**src/rtl/mips_pkg.sv**
```systemverilog
// Shared MIPS constants: instruction width, field bit positions and fetch FSM states.
package mips_pkg;
  localparam int unsigned     INSTR_W   = 32;
  localparam logic [31:0]     NOP_INSTR = 32'h0000_0000;

  localparam int unsigned OPCODE_MSB = 31;
  localparam int unsigned OPCODE_LSB = 26;
  localparam int unsigned RS_MSB     = 25;
  localparam int unsigned RS_LSB     = 21;
  localparam int unsigned RT_MSB     = 20;
  localparam int unsigned RT_LSB     = 16;
  localparam int unsigned RD_MSB     = 15;
  localparam int unsigned RD_LSB     = 11;
  localparam int unsigned IMM_MSB    = 15;
  localparam int unsigned IMM_LSB    = 0;

  typedef enum logic [1:0] {
    IDLE = 2'd0,
    REQ  = 2'd1,
    HOLD = 2'd2
  } fetch_state_e;
endpackage

```
**src/rtl/fetch_unit_pc_reg.sv**
```systemverilog
// Program counter: reset load, sequential increment and word-aligned redirect.
module pc_reg #(
  parameter int unsigned        ADDR_W   = 32,
  parameter logic [ADDR_W-1:0]  RESET_PC = '0,
  parameter int unsigned        PC_STEP  = 4
) (
  input  logic              clk,
  input  logic              rst,
  input  logic              inc_en_i,
  input  logic              redirect_i,
  input  logic [ADDR_W-1:0] target_i,
  output logic [ADDR_W-1:0] pc_o
);
  localparam logic [ADDR_W-1:0] ALIGN_MASK = ADDR_W'(3);

  logic [ADDR_W-1:0] pc_q, pc_d;

  always_comb begin
    pc_d = pc_q;
    if (redirect_i)    pc_d = target_i & ~ALIGN_MASK;
    else if (inc_en_i) pc_d = pc_q + ADDR_W'(PC_STEP);
  end

  always_ff @(posedge clk) begin
    if (rst) pc_q <= RESET_PC;
    else     pc_q <= pc_d;
  end

  assign pc_o = pc_q;
endmodule

```
**src/rtl/fetch_unit.sv**
```systemverilog
// Instruction fetch: PC, imem request/ack handshake, instruction register and field decode.
// Optional FETCH_ALIGN_CHECK_EN adds a sticky 'misaligned' flag for unaligned branch targets.
module fetch_unit
  import mips_pkg::*;
#(
  parameter int unsigned        ADDR_W   = 32,
  parameter logic [ADDR_W-1:0]  RESET_PC = '0,
  parameter int unsigned        PC_STEP  = 4
) (
  input  logic               clk,
  input  logic               rst,
  input  logic               stall,
  input  logic               branchTaken,
  input  logic [ADDR_W-1:0]  branchTarget,
  output logic               imemReq,
  output logic [ADDR_W-1:0]  imemAddr,
  input  logic               imemAck,
  input  logic [INSTR_W-1:0] imemData,
  output logic               instrValid,
  output logic [INSTR_W-1:0] instr,
  output logic [ADDR_W-1:0]  pcPlus4,
  output logic [5:0]         opcode,
  output logic [4:0]         rs,
  output logic [4:0]         rt,
  output logic [4:0]         rd,
`ifdef FETCH_ALIGN_CHECK_EN
  output logic               misaligned,
`endif
  output logic [15:0]        offsetOut
);
  fetch_state_e       state_q, state_d;
  logic [INSTR_W-1:0] instr_q, instr_d;
  logic               vld_q, vld_d;
  logic [ADDR_W-1:0]  pcp4_q, pcp4_d;
  logic [ADDR_W-1:0]  pc;
  logic               pc_inc;

  pc_reg #(.ADDR_W(ADDR_W), .RESET_PC(RESET_PC), .PC_STEP(PC_STEP)) u_pc (
    .clk       (clk),
    .rst       (rst),
    .inc_en_i  (pc_inc),
    .redirect_i(branchTaken),
    .target_i  (branchTarget),
    .pc_o      (pc)
  );

  // A redirect overrides everything below reset, including a same-cycle ack and stall.
  always_comb begin
    state_d = state_q;
    instr_d = instr_q;
    vld_d   = vld_q;
    pcp4_d  = pcp4_q;
    pc_inc  = 1'b0;
    if (branchTaken) begin
      state_d = REQ;
      vld_d   = 1'b0;
      instr_d = NOP_INSTR;
    end else begin
      unique case (state_q)
        IDLE: state_d = REQ;
        REQ: begin
          if (imemAck) begin
            instr_d = imemData;
            vld_d   = 1'b1;
            pcp4_d  = pc + ADDR_W'(PC_STEP);
            pc_inc  = 1'b1;
            state_d = stall ? HOLD : REQ;
          end else if (stall) begin
            state_d = HOLD;
          end
        end
        HOLD: if (!stall) state_d = REQ;
        default: state_d = IDLE;
      endcase
    end
  end

  always_ff @(posedge clk) begin
    if (rst) begin
      state_q <= IDLE;
      instr_q <= NOP_INSTR;
      vld_q   <= 1'b0;
      pcp4_q  <= RESET_PC + ADDR_W'(PC_STEP);
    end else begin
      state_q <= state_d;
      instr_q <= instr_d;
      vld_q   <= vld_d;
      pcp4_q  <= pcp4_d;
    end
  end

`ifdef FETCH_ALIGN_CHECK_EN
  logic misaligned_q;
  always_ff @(posedge clk) begin
    if (rst)                                    misaligned_q <= 1'b0;
    else if (branchTaken && |branchTarget[1:0]) misaligned_q <= 1'b1;
  end
  assign misaligned = misaligned_q;
`endif

  assign imemReq    = (state_q == REQ);
  assign imemAddr   = pc;
  assign instrValid = vld_q;
  assign instr      = instr_q;
  assign pcPlus4    = pcp4_q;
  assign opcode     = instr_q[OPCODE_MSB:OPCODE_LSB];
  assign rs         = instr_q[RS_MSB:RS_LSB];
  assign rt         = instr_q[RT_MSB:RT_LSB];
  assign rd         = instr_q[RD_MSB:RD_LSB];
  assign offsetOut  = instr_q[IMM_MSB:IMM_LSB];
endmodule

```
**config.mk**
```make
export PLATFORM = sky130hd
export DESIGN_NAME = fetch_unit
export DESIGN_NICKNAME = d
export VERILOG_FILES = /design/src/rtl/mips_pkg.sv /design/src/rtl/fetch_unit_pc_reg.sv /design/src/rtl/fetch_unit.sv
export SDC_FILE = /design/constraint.sdc
export NUM_CORES = 1
export LEC_CHECK = 0
export BUFFER_PORTS_ARGS = -buffer_cell sky130_fd_sc_hd__buf_2
export CAP_MARGIN = 0
export CORE_UTILIZATION = 43
export DETAILED_ROUTE_END_ITERATION = 8
export GPL_ROUTABILITY_DRIVEN = 0
export MAX_ROUTING_LAYER = met4
export PLACE_DENSITY = 0.73
export SLEW_MARGIN = 20
export SYNTH_ARGS = -nofsm -noshare
export SYNTH_HDL_FRONTEND = slang
export SYNTH_SLANG_ARGS = --single-unit
```
**constraint.sdc**
```tcl
create_clock -name clk -period 2.63 [get_ports clk]
set_clock_uncertainty 0.2 [all_clocks]
set_input_delay 0.526 -clock clk [delete_from_list [all_inputs] [get_ports clk]]
set_output_delay 0.526 -clock clk [all_outputs]
set_load 0.01 [all_outputs]
```
# After elaboration in Yosys (flattened, before gate mapping)
# Index checks and enable logic that the tools add are counted.
# totals
latch_bits	0
mem_count	0
mem_bits_rw	0
rom_bits	0
register_bits	99
in_bits	69
output_inout_bits	135
elab_cells	33
# op_classes
n_reduce_logical	7
muxes	11
order_cmp	0
n_div	0
addsub	1
n_mul	0
bitwise	1
n_eq_ne	6
n_shift	0
# ops
cell	count
$mux W32	2
$add A32 B3 Y32 const B	1
$mux W2	4
$pmux W2 S3	1
$reduce_and A2 Y1	3
$mux W1	4
$ne A4 B3 Y1 const B	1
$ne A3 B2 Y1 const B	1
$ne A3 B3 Y1 const B	1
$reduce_and A3 Y1	1
$eq A2 B1 Y1 const B	1
$eq A2 B2 Y1 const B	1
$logic_not A2 Y1	1
$ne A2 B2 Y1 const B	1
$reduce_bool A2 Y1	1
$reduce_or A2 Y1	1
$not A1 Y1	1

# Logic depth before layout (Yosys ltp)
# depth
depth_word	5
depth_mapped	6
mapped_depth_nobuf	5

# Cells and area by module
# From an unflattened synthesis, not the netlist that was laid out.
# unflattened
cells_unflattened	649
hier_area_um2	5134.9
# by_module_without_submodules
mod	n_inst	seq_area_each_um2	area_per_inst_um2	cells_per_inst
fetch_unit	1	1341.3	3205.6	398
pc_reg	1	600.6	1929.4	251

# Worst setup path before layout
# No wires, ideal clock.
# synth_path
path_type	register to register
startpoint	reg u_pc.pc_q[2] (netlist: u_pc.pc_o[2])
endpoint	reg u_pc.pc_q[22] (netlist: u_pc.pc_o[22])
n_path_buf	1
setup_time_ns	0.091
path_slack_ns	0.189
period_less_slack_ns	2.441
arrival_ns	2.150
required_ns	2.339
path_stages_with_launch	7
cell_sequence	dfxtp_1 > ha_1 > nand3_2 > or4_1 > clkbuf_1 > or4_1 > a311oi_1
# synth_via
elab_chain_len	3
# synth_rtl
item	line	text
start, declared	fetch_unit_pc_reg.sv:16	logic [ADDR_W-1:0] pc_q, pc_d;
start signal, assigned	fetch_unit_pc_reg.sv:26	else pc_q <= pc_d;
$add A32 B3 Y32	fetch_unit_pc_reg.sv:21	else if (inc_en_i) pc_d = pc_q + ADDR_W'(PC_STEP);
$mux W32	fetch_unit_pc_reg.sv:21	
$mux W32	fetch_unit_pc_reg.sv:20	if (redirect_i) pc_d = target_i & ~ALIGN_MASK;
# No other way between the ends. The select of a mux whose other input is x is not followed.
# A chain may end at the register's enable or synchronous reset.

# Final worst setup path
# layout_path
startpoint	reg u_pc.pc_q[18] (netlist: u_pc.pc_o[18])
endpoint	reg u_pc.pc_q[19] (netlist: u_pc.pc_o[19])
# The elaborated chain is that of the path after synthesis.

==> metrics.yaml <==
clock_tree:
  cts_tree: "done"
  hold_buffers: 0
  cts-htree-levels: 3
  cts_root_buffer: "clkbuf_8"
  worstSkewPairLatency_ps: 360
  clk_pin_slew_ps: 100
  cts_resized: 0
  post_cts.repair.setup_buffers: 0
  clockBufferDepth: 2
  numCtsBuffers: 9
  numClockSinks: 95
synth:
  synth_edf_count: 0
  synth_area_leader_cell: "dfxtp_1"
  syn_area_um2: 4770
  synthCells: 593
  synth-seq-cells: 95
  yosys-top-cells-area: "dfxtp_1 40%, nand2_1 6.9%, buf_4 6.5%"
  seq_area_frac_synth_pct: 39.9
  syn_avg_cell_area_um2: 8.04
  ys_async_sr_fraction_pct: 0
  yosys_warnings: 0
  synth-main-ff-cell: "dfxtp_1"
  synth_top_area_share_pct: 39.9
  ys_types: 54
final_layout:
  multi_input_area_um2: 2370
  finalInstanceArea_um2: 5930
  area_growth_pct: 24.3
  seq_area_um2: 1900
  layout-drive-gt1-share_pct: 34.2
  nets: 813
  fillers: 1018
pwr:
  p_int_uw: 2340
  vdd_drop_max_uv: 309
  p_comb_share_pct: 13.7
  power.switching_uw: 894
  powerDensity_nw_per_um2: 546
  p_leak_uw: 0.00248
  switching_share_pct: 27.6
  power_frac_seq_pct: 48.9
  pwr-share-clk_pct: 37.3
min_path:
  min_from: "rst"
  holdPathStages: 2
  hold_path.class: "in -> reg"
  min_to: "state_q[0]"
worst_setup_path:
  setup.worst_path.class: "reg -> reg"
  timing.rr.start: "u_pc.pc_o[18]"
  r2r_slack_ps: 140
  cp-end-kind: "flop"
  critPathLaunchType: "flop"
  r2r-end: "u_pc.pc_o[19]"
  path_cells: "nand4_1 -> or3_1 -> or4_2 -> a311oi_1"
  arrival_ps: 2560
  critPathMaxStageDelay_ps: 580
  required_ps: 2700
  crit_slowest_cell: "or4_2"
  path_max_fanout: 11
  r2r_cells: 4
  crit_path_start: "u_pc.pc_o[18]"
route:
  drt-pass1-iter-count: 5
  ant_nets: 0
  wl_um: 14100
  wl_per_cell_um: 15.8
  drc: 0
  vias: 4947
  drtIter0Drc: 370
  vias_per_cell: 5.56
job:
  drv_cap: 0
global_route:
  gr-total-overflow: 0
  grt_pass1_vias: 4490
  grt_pass1_wl_um: 22300
  grt_max_degree: 40
  antenna_found_initial: 1
  gr-usage-all-layers_pct: 25.2
timing:
  rsz0062_at_grt: "no"
  setup_viol: 0
  min_period_over_period_pct: 94.6
  hold_violations: 0
  fmaxAchievable_mhz: 402
  fin_tns_setup_ps: 0
  min_period_ps: 2490
  maxSlewViolCount: 0
  relSlewSlack_pct: 60.1
  worstMarginPinSlew_ps: 593
place:
  placed_cell_area_um2: 5670
  port_buffers: 197
  dp_hpwl_um: 10300
die:
  fp-row-count: 38
  coreArea_um2: 10800
  io_pins: 204
  start_util_pct: 44.0
  fp.dieH_um: 107
  die_w_um: 107
  dieArea_um2: 11500
status:
  outcome: "finished, final reports clean"
## cell families (layout without fill, tap and decap cells)
group / Yosys count / after routing / synth area share [%]
AND/OR/NAND/NOR: 246 / 246 / 25.7
AO/OA/AOI/OAI: 136 / 136 / 19.4
flip-flops: 95 / 95 / 39.9
buffers and inverters: 93 / 245 / 10.8
XOR/XNOR: 20 / 20 / 3.67
adder cells (fa/ha/maj): 2 / 2 / 0.472
other: 1 / 5 / 0.0786
## synth_stat cells (all sizes together), types with 2 or more instances
cell type	count
a311oi	26
or4	15
nor4	13
or2	5
nand3	12
and3	4
nor2b	2
a211oi	19
xnor2	12
o31ai	9
and4	2
nand4	14
clkbuf	37
inv	4
dfxtp	95
o41ai	3
a221oi	2
a31oi	2
a21boi	3
a21oi	41
nand2b	2
nor4bb	2
nor2	57
nand2	88
o21ai	20
nor3	8
buf	52
a21o	2
xor2	8
or3	16
or4b	2
a2111oi	2
## how the worst max path moves through the flow
| stage | depth (start not counted) | end | slack (ps) |
|---|---|---|---|
| final | 4 | u_pc.pc_o[19] | 140 |
| after global routing | 4 | u_pc.pc_o[19] | 50 |
| after CTS | 4 | u_pc.pc_o[19] | 150 |
| after detailed placement | 5 | u_pc.pc_o[22] | 180 |
| after global placement | 5 | u_pc.pc_o[22] | 230 |
| after floorplan | 6 | u_pc.pc_o[22] | 190 |
## per-layer routing
metal | track usage [%] | vias to the layer above | share of wire [%]
met1 | 31.3 | 2303 | 42
met2 | 41.1 | 217 | 49
met4 | 8.12 | 0 | 1.6
met5 | - | - | 0
met3 | 5.33 | 26 | 7.4
li1 | - | 2401 | -
## power groups by stage
| stage | clock (µW) | sequential [µW] | combinational, µW |
|---|---|---|---|
| after floorplan | 0 | 1630 | 235 |
| after global placement | 0 | 1610 | 433 |
| after detailed placement | 0 | 1610 | 444 |
| after CTS | 1230 | 1580 | 446 |
| after global routing | 1290 | 1590 | 491 |
| final | 1210 | 1580 | 444 |
## area by class of cell
class | count | share of cell area [%]
multi-input combinational | 408 | 40.0
sequential | 95 | 32.1
timing repair buffer | 225 | 20.4
tap | 140 | 2.96
clock inverter | 7 | 2.13
clock buffer | 9 | 2.09
inverter | 4 | 0.253
antenna | 1 | 0.0422
## cells in the final DEF, fill, tap and decap left out, types with 3 or more instances in the layout
cell         n
nor3_1       8
o21ai_0     20
inv_1        3
nand4_1     13
or2_2        5
nand2_1     88
a21boi_0     3
bufinv_16    3
and3_1       4
a311oi_1    26
or4_1       14
o31ai_1      9
xnor2_1     12
nor4_1      13
conb_1       4
clkbuf_8     9
xor2_1       8
buf_2      197
dfxtp_1     95
a211oi_1    19
o41ai_1      3
or3_1       15
nor2_1      56
a21oi_1     41
buf_4       27
nand3_1     10
## metrics by stage
stage          worst slack, ps  hold slack, ps  power (µW)  std cells  utilization, %
3_5_place_dp               178             254        2060        872            52.3
4_1_cts                    155             148        3250        888            54.6
6_report                   141             166        3230        889            54.7
3_3_place_gp               228             248        2040        872            52.3
2_1_floorplan              189             293        1860        596               -
5_1_grt                   50.5             155        3380        889            54.7
## state kept, by name (all words and copies together), names as in the netlist
register,cells
instr,32
pcPlus4,30
state_q,2
u_pc.pc_o,30
instrValid,1
## worst max-delay path: cells and delay by family (launching register included)
kind	cells	cell delay (ps)
AOI/OAI and AO/OA	1	280
and+or+nand+nor	3	1400
DFF	1	520
(Power assumes the default switching activity.)
